[src/rtl/k_param_pkg.sv]
// Shared widths, fixed-point slice bounds and FSM encoding for the k-parameter loader.
// The loader, its converter and any neuron datapath reading the table import this package.
package k_param_pkg;
    localparam int DWIDTH     = 16;
    localparam int AWIDTH     = 4;
    localparam int DWIDTH_TMP = 32;
    localparam int DEPTH      = 2 ** AWIDTH;

    localparam logic [DWIDTH-1:0] SAT_MAX = 16'hFFFF;

    // 8.24 -> 6.10 keeps integer bits [29:24] and the top ten fraction bits.
    localparam int FRAC_HI = 29;
    localparam int FRAC_LO = 14;

    localparam logic [1:0] IDLE = 2'd0;
    localparam logic [1:0] LOAD = 2'd1;
    localparam logic [1:0] DONE = 2'd2;

    // A count of 0, or anything above the table depth, means "fill the whole table".
    function automatic logic [AWIDTH:0] eff_count(input logic [AWIDTH:0] c);
        if (c == '0 || c > (AWIDTH+1)'(DEPTH))
            return (AWIDTH+1)'(DEPTH);
        return c;
    endfunction
endpackage

[src/rtl/k_param_conv.sv]
// Combinational 8.24 -> 6.10 narrowing: truncates the low fraction bits and
// saturates to all-ones when any integer bit above the 6.10 range is set.
module k_param_conv
    import k_param_pkg::*;
(
    input  logic [DWIDTH_TMP-1:0] din,
    output logic [DWIDTH-1:0]     dout,
    output logic                  sat
);
    assign sat  = |din[DWIDTH_TMP-1:FRAC_HI+1];
    assign dout = sat ? SAT_MAX : din[FRAC_HI:FRAC_LO];
endmodule

[src/rtl/k_param_loader.sv]
// Run-time writable k table: a counted burst of 8.24 words is narrowed to 6.10
// and written sequentially; neuron datapaths read it through a registered port.
module k_param_loader
    import k_param_pkg::*;
(
    input  logic                  clk,
    input  logic                  rst_n,
    input  logic                  start,
    input  logic [AWIDTH:0]       count,
    input  logic                  wr_valid,
    input  logic [DWIDTH_TMP-1:0] wr_data,
    output logic                  wr_ready,
    output logic                  busy,
    output logic                  done,
    output logic                  sat_flag,
    input  logic                  rd_en,
    input  logic [AWIDTH-1:0]     rd_addr,
    output logic [DWIDTH-1:0]     rd_data,
    output logic [1:0]            state_dbg
);
    localparam logic [AWIDTH-1:0] PTR_ONE = {{(AWIDTH-1){1'b0}}, 1'b1};
    localparam logic [AWIDTH:0]   REM_ONE = {{AWIDTH{1'b0}}, 1'b1};

    logic [1:0]        state;
    logic [AWIDTH-1:0] wr_ptr;
    logic [AWIDTH:0]   remaining;
    logic [DWIDTH-1:0] mem [DEPTH];
    logic [DWIDTH-1:0] conv_data;
    logic              conv_sat;
    logic              accept;

    k_param_conv u_conv (
        .din  (wr_data),
        .dout (conv_data),
        .sat  (conv_sat)
    );

    // Handshake: a word transfers on every rising edge where wr_valid && wr_ready;
    // wr_ready depends only on state, so the producer may hold wr_valid low indefinitely.
    assign wr_ready  = (state == LOAD);
    assign accept    = wr_valid && wr_ready;
    assign busy      = (state == LOAD) || (state == DONE);
    assign done      = (state == DONE);
    assign state_dbg = state;

    always_ff @(posedge clk or negedge rst_n) begin
        if (!rst_n) begin
            state     <= IDLE;
            wr_ptr    <= '0;
            remaining <= '0;
            sat_flag  <= 1'b0;
        end else begin
            case (state)
                IDLE: begin
                    if (start) begin
                        state     <= LOAD;
                        wr_ptr    <= '0;
                        remaining <= eff_count(count);
                        sat_flag  <= 1'b0;
                    end
                end
                LOAD: begin
                    if (accept) begin
                        wr_ptr    <= wr_ptr + PTR_ONE;
                        remaining <= remaining - REM_ONE;
                        if (conv_sat)
                            sat_flag <= 1'b1;
                        if (remaining == REM_ONE)
                            state <= DONE;
                    end
                end
                DONE:    state <= IDLE;
                default: state <= IDLE;
            endcase
        end
    end

    // Flop array with asynchronous clear so a reset leaves the table all-zero.
    always_ff @(posedge clk or negedge rst_n) begin
        if (!rst_n) begin
            for (int i = 0; i < DEPTH; i++)
                mem[i] <= '0;
        end else if (accept) begin
            mem[wr_ptr] <= conv_data;
        end
    end

    // Reads sample the pre-edge contents, so a colliding write is seen one cycle later.
    always_ff @(posedge clk or negedge rst_n) begin
        if (!rst_n)
            rd_data <= '0;
        else if (rd_en)
            rd_data <= mem[rd_addr];
        else
            rd_data <= '0;
    end
endmodule
[config.mk]
export PLATFORM = sky130hd
export DESIGN_NAME = k_param_loader
export DESIGN_NICKNAME = d
export VERILOG_FILES = /design/src/rtl/k_param_pkg.sv /design/src/rtl/k_param_conv.sv /design/src/rtl/k_param_loader.sv
export SDC_FILE = /design/constraint.sdc
export NUM_CORES = 1
export LEC_CHECK = 0
export CORE_MARGIN = 1
export CORE_UTILIZATION = 30
export CTS_BUF_LIST = sky130_fd_sc_hd__clkbuf_16
export CTS_CLUSTER_SIZE = 20
export DETAILED_ROUTE_END_ITERATION = 10
export GPL_ROUTABILITY_DRIVEN = 0
export PLACE_DENSITY = 0.48
export SYNTH_ARGS = -nofsm -noshare
export SYNTH_HDL_FRONTEND = slang
export SYNTH_HIERARCHICAL = 1
export SYNTH_SLANG_ARGS = --single-unit
[constraint.sdc]
create_clock -name clk -period 3.2 [get_ports clk]
set_input_delay 0.64 -clock clk [delete_from_list [all_inputs] [get_ports clk]]
set_output_delay 0.64 -clock clk [all_outputs]
set_load 0.05 [all_outputs]
==> flow_summary.toml, run 1 <==
[run_status]
outcome = "complete, no violations"

[clock_tree]
htree_levels = 2
numCtsBuffers = 34
cts_tree = "done"
cts_resized = 0
clk_pin_slew_ns = 0.06
insertion_delay_ns = 0.51
cts-root-buf = "clkbuf_16"
cts_hold_buf = 0
ctsLongestPathBuffers = 3
cts_setup_buffers = 0
clock-sinks = 284

[power]
power.density_mw_per_mm2 = 703
power_switching_mw = 3.21
power_leakage_nw = 7.12
power_frac_comb = 0.235
clockPowerShare = 0.317
sequentialPowerShare = 0.448
switching_share = 0.293
ir_drop_mv = 0.596
power.internal_mw = 7.74

[drt]
via_per_inst = 4.92
routed.top_layer = "met4"
vias = 8023
dr.pass1.iters = 4
drc = 0
met3_length_um = 1020
wl_met1_um = 17500
drt_wl_total_um = 35400
wl_per_cell_um = 21.7
drt_iter0_drc = 349
wl_met2_um = 16200
drtAntennaViolNets = 0

[floorplan]
die_h_um = 212
die_area_mm2 = 0.0450
fp-row-count = 76
die_w_um = 212
pin_count = 68
initial_core_util = 0.306
core-area_mm2 = 0.0434

[synthesis]
syn_area_mm2 = 0.0133
syn_nets = 1015
synth.area.top_cells = "dfrtp_1, mux2_2, mux2i_1"
synth_seq_area_share = 0.536
postSynthCellCount = 958
yosysUniqueCellTypes = 51
synth_top_area_frac = 0.536
ys_ff_latch = 284
synthArstFlopShare = 1.00
yosysTopAreaCell = "dfrtp_1"
synthFlopType = "dfrtp_1"
synth_edf_count = 0
avgSynthCellArea_um2 = 13.8
yosysWarnings = 6

[timing]
fin_setup_tns_ns = 0
finalCriticalPeriod_ns = 2.82
setup_slack_ns = 0.378
rsz0062_at_grt = "false"
setup_viol = 0
skew_ns = 0.0145
holdWs_ns = 0.120
max_freq_mhz = 354
final_max_slew_viol_count = 0
relSlewSlack = 0.536
hold_violations = 0
worstMarginPinSlew_ns = 0.697
final.period_utilization = 0.882

[setup_path]
crit_start = "state_dbg[1]"
startpoint_type = "flop"
cp.required_ns = 2.56
worstPathArrival_ns = 2.18
critPathMaxFanout = 6
end_kind = "primary output"
worstReg2RegStart = "state_dbg[1]"
worstSetupPathType = "reg -> out"

[global_route]
antenna_found_initial = 0
grt_pass1_wl_um = 54400
overflow = 0
grt_usage = 0.164
grt_start_max_net_pins = 83
grt_pass1_vias = 8426

[finish]
layout.cells.non_filler = 1632
drive_above_1_share = 0.367
num_antenna_cells = 0
area_growth_pct = 17.7
fin_nets = 1082

[place]
dp_cells = 1574
place_ws_ns = 0.319
dp_hpwl_um = 21800
place.port_buffers = 53

[flow_run]
cap_viol_max_count = 0

[hold_path]
hold_class = "in -> async"
cell usage in the layout, fill, tap and decap left out, types with 7 or more instances in the layout:
master             n
mux2_2           236
nor2_1            13
buf_4             42
a21oi_1           11
dfrtp_1          284
inv_1             17
a22oi_1           50
clkinv_1           7
nor2_2            10
buf_12             7
nand3_1            9
mux2_1            10
mux4_2            14
nand2_1           32
mux2i_1          101
or3_1             15
clkdlybuf4s50_1   51
o21ai_0           13
clkbuf_16         35
mux2_4            10
clkinv_2           7
ha_1              11
sequential cells by signal, summed over array words and instances (netlist names):
| register | count |
|---|---|
| rd_data | 16 |
| state_dbg | 2 |
| remaining | 5 |
| wr_ptr | 4 |
| mem | 256 |
| sat_flag | 1 |
stage by stage:
| stage | utilization | cell area (um2) | power [mW] |
|---|---|---|---|
| 3_3_place_gp | 0.337 | 14600 | 7.52 |
| 2_1_floorplan | - | 13300 | 6.85 |
| 3_5_place_dp | 0.337 | 14600 | 7.58 |
| 6_report | 0.360 | 15600 | 11.0 |
| 4_1_cts | 0.360 | 15600 | 11.1 |
| 5_1_grt | 0.360 | 15600 | 11.6 |
cell usage after synthesis, types with 3 or more instances:
cell / count
or3_1: 15
nor2b_1: 3
a21oi_1: 11
o22ai_1: 5
buf_2: 22
mux4_2: 14
mux2_1: 10
nand2b_1: 5
nand2_1: 32
nand3_1: 9
mux2i_1: 101
mux2_4: 10
nor2_1: 17
inv_1: 10
o211ai_1: 5
and2_1: 3
clkbuf_1: 32
nor2_2: 7
buf_6: 8
dfrtp_1: 284
o21ai_0: 13
mux2_2: 236
a22oi_1: 50
or3_2: 4
buf_4: 8
ha_1: 11
nor2_8: 4
final timing paths:
path	slack (ns)	to	cells after the start
setup reg to reg	0.60	mem[189]	6
min in group clk	0.48	mem[253]	1
hold / removal	0.12	mem[102]	1
hold reg to reg	0.48	mem[253]	1
setup / recovery	0.38	wr_ready	3
max in group asynchronous	2.15	mem[167]	2
power groups by stage:
| stage | sequential (mW) | clock, mW | combinational [mW] |
|---|---|---|---|
| floorplan | 4.98 | 0 | 1.86 |
| global placement | 4.96 | 0 | 2.57 |
| detailed placement | 4.98 | 0 | 2.61 |
| CTS | 4.92 | 3.61 | 2.62 |
| global route | 5.04 | 3.73 | 2.81 |
| finish | 4.91 | 3.47 | 2.57 |
cells by family after synthesis:
group | share of synthesized area
mux | 0.320
buf+inv | 0.0323
flops | 0.536
xor+xnor | 0.000661
fa+ha+maj | 0.0104
compound gates | 0.0542
simple gates | 0.0462
layer usage:
metal | vias to the layer above | GRT usage
met5 | - | 0
met1 | 4219 | 0.240
met4 | 0 | 0.0412
li1 | 3643 | -
met3 | 45 | 0.0223
met2 | 116 | 0.254
critical path, cell delays in order, from the launching register on:
cell and delay, ns:
dfrtp_1 0.41, inv_1 0.11, ha_1 0.30, clkdlybuf4s50_1 0.85
layout make-up:
class,instances,area (um2)
inverters,11,43.8
multi-input cells,592,5740
repair buffers,102,992
well taps,585,732
fillers,4267,27800
clock inverters,23,105
flip-flops and latches,284,7110
clock buffers,35,876
(Power assumes the default switching activity.)
==> run 2: changes to the inputs <==
CTS_CLUSTER_DIAMETER = 150   (was unset)
==> flow_summary.toml, run 2 (same netlist as run 1, synthesis figures left out) <==
[run_status]
outcome = "complete, no violations"

[timing]
setup_viol = 0
hold_violations = 0
finalCriticalPeriod_ns = 2.85
worstMarginPinSlew_ns = 0.695
final.period_utilization = 0.890
fin_setup_tns_ns = 0
rsz0062_at_grt = "false"
max_freq_mhz = 351
final_max_slew_viol_count = 0
skew_ns = 0.0299
relSlewSlack = 0.536

[clock_tree]
cts_setup_buffers = 0
cts-root-buf = "clkbuf_16"
clk_pin_slew_ns = 0.09
cts_hold_buf = 0
cts_resized = 0
htree_levels = 1
ctsLongestPathBuffers = 3
insertion_delay_ns = 0.52
cts_tree = "done"
clock-sinks = 284
numCtsBuffers = 18

[setup_path]
crit_path_cell_trace = "inv_1 > ha_1 > clkdlybuf4s50_1"
crit_family = "buffers and inverters"
crit_start = "state_dbg[1]"
endpoint = "wr_ready"
worst-path-stages = 3
slowest_stage = "clkdlybuf4s50_1"
cp_slowest_stage_delay_ns = 0.85
rrSetupSlack_ns = 0.57
startpoint_type = "flop"
worstReg2RegStart = "state_dbg[1]"
critPathMaxFanout = 6
r2r-end = "mem[178]"
worstRegToRegCells = 6
end_kind = "primary output"
worstSetupPathType = "reg -> out"
worstPathArrival_ns = 2.21
cp_num_buf_inv = 2
cp.required_ns = 2.56

[global_route]
grt_pass1_vias = 8221
overflow = 0
grt_usage = 0.161
grt_start_max_net_pins = 83
grt_pass1_wl_um = 53800
antenna_found_initial = 0

[finish]
reg_top3 = "mem x256, rd_data x16, remaining x5"
largest_reg_flops = 256
layout.cells.non_filler = 1594
regMostFlops = "mem"
area_growth_pct = 14.0
fill_cells = 4293
num_antenna_cells = 0
fin_nets = 1066
final_cell_mix = "dfrtp_1, mux2_2, mux2i_1"
final_common_cell = "dfrtp_1"
drive_above_1_share = 0.357

[drt]
drtAntennaViolNets = 0
drt_iter0_drc = 345
vias = 7829
wl_per_cell_um = 22.1
drc = 0
via_per_inst = 4.91
drt_wl_total_um = 35100
dr.pass1.iters = 4

[flow_run]
cap_viol_max_count = 0

[place]
dp_hpwl_um = 21800
place.port_buffers = 53
dp_cells = 1574

[power]
ir_drop_mv = 0.598
power_leakage_nw = 6.85
power.density_mw_per_mm2 = 648

[floorplan]
fp-row-count = 76
die_w_um = 212
core-area_mm2 = 0.0434
die_area_mm2 = 0.0450
die_h_um = 212
pin_count = 68
initial_core_util = 0.306

[hold_path]
hold_class = "in -> async"
[run 2: area by class of cell]
type                       instances  area, um2  share of cell area
timing repair buffer             102        992              0.0657
clock buffer                      19        475              0.0315
multi-input combinational        592       5740               0.380
clock inverter                     1       16.3             0.00108
tap                              585        732              0.0484
sequential                       284       7110               0.470
inverter                          11       43.8             0.00290
[run 2: worst min path at each step]
stage | start | endpoint | slack (ns)
3_3_place_gp | mem[249] | mem[249] | 0.47
2_1_floorplan | rst_n | mem[0] | 0.34
3_5_place_dp | mem[245] | mem[245] | 0.47
6_report | rst_n | mem[102] | 0.11
4_1_cts | rst_n | mem[102] | 0.14
5_1_grt | rst_n | mem[70] | 0.16
[run 2: where the power goes]
part           internal (mW)  total (mW)  leakage [nW]  switching [mW]
clock network           1.07        2.32         0.241            1.25
logic                   1.32        2.57          2.95            1.26
registers               4.44        4.90          3.66           0.455
total                   6.83        9.80          6.85            2.96
[run 2: per-stage QoR]
| stage | hold WS [ns] | setup slack [ns] | instance area (um2) | power, mW | utilization |
|---|---|---|---|---|---|
| after floorplan | 0.344 | 0.436 | 13300 | 6.85 | - |
| after global placement | 0.467 | 0.303 | 14600 | 7.52 | 0.337 |
| after detailed placement | 0.474 | 0.319 | 14600 | 7.58 | 0.337 |
| after CTS | 0.137 | 0.318 | 15100 | 9.94 | 0.348 |
| after global routing | 0.162 | 0.252 | 15100 | 10.4 | 0.348 |
| final | 0.106 | 0.353 | 15100 | 9.80 | 0.348 |
[run 2: layer usage]
metal / wire length [um] / global-route usage
met5: 0 / 0
met4: 714 / 0.0345
met3: 1230 / 0.0142
met2: 15800 / 0.252
met1: 17400 / 0.241
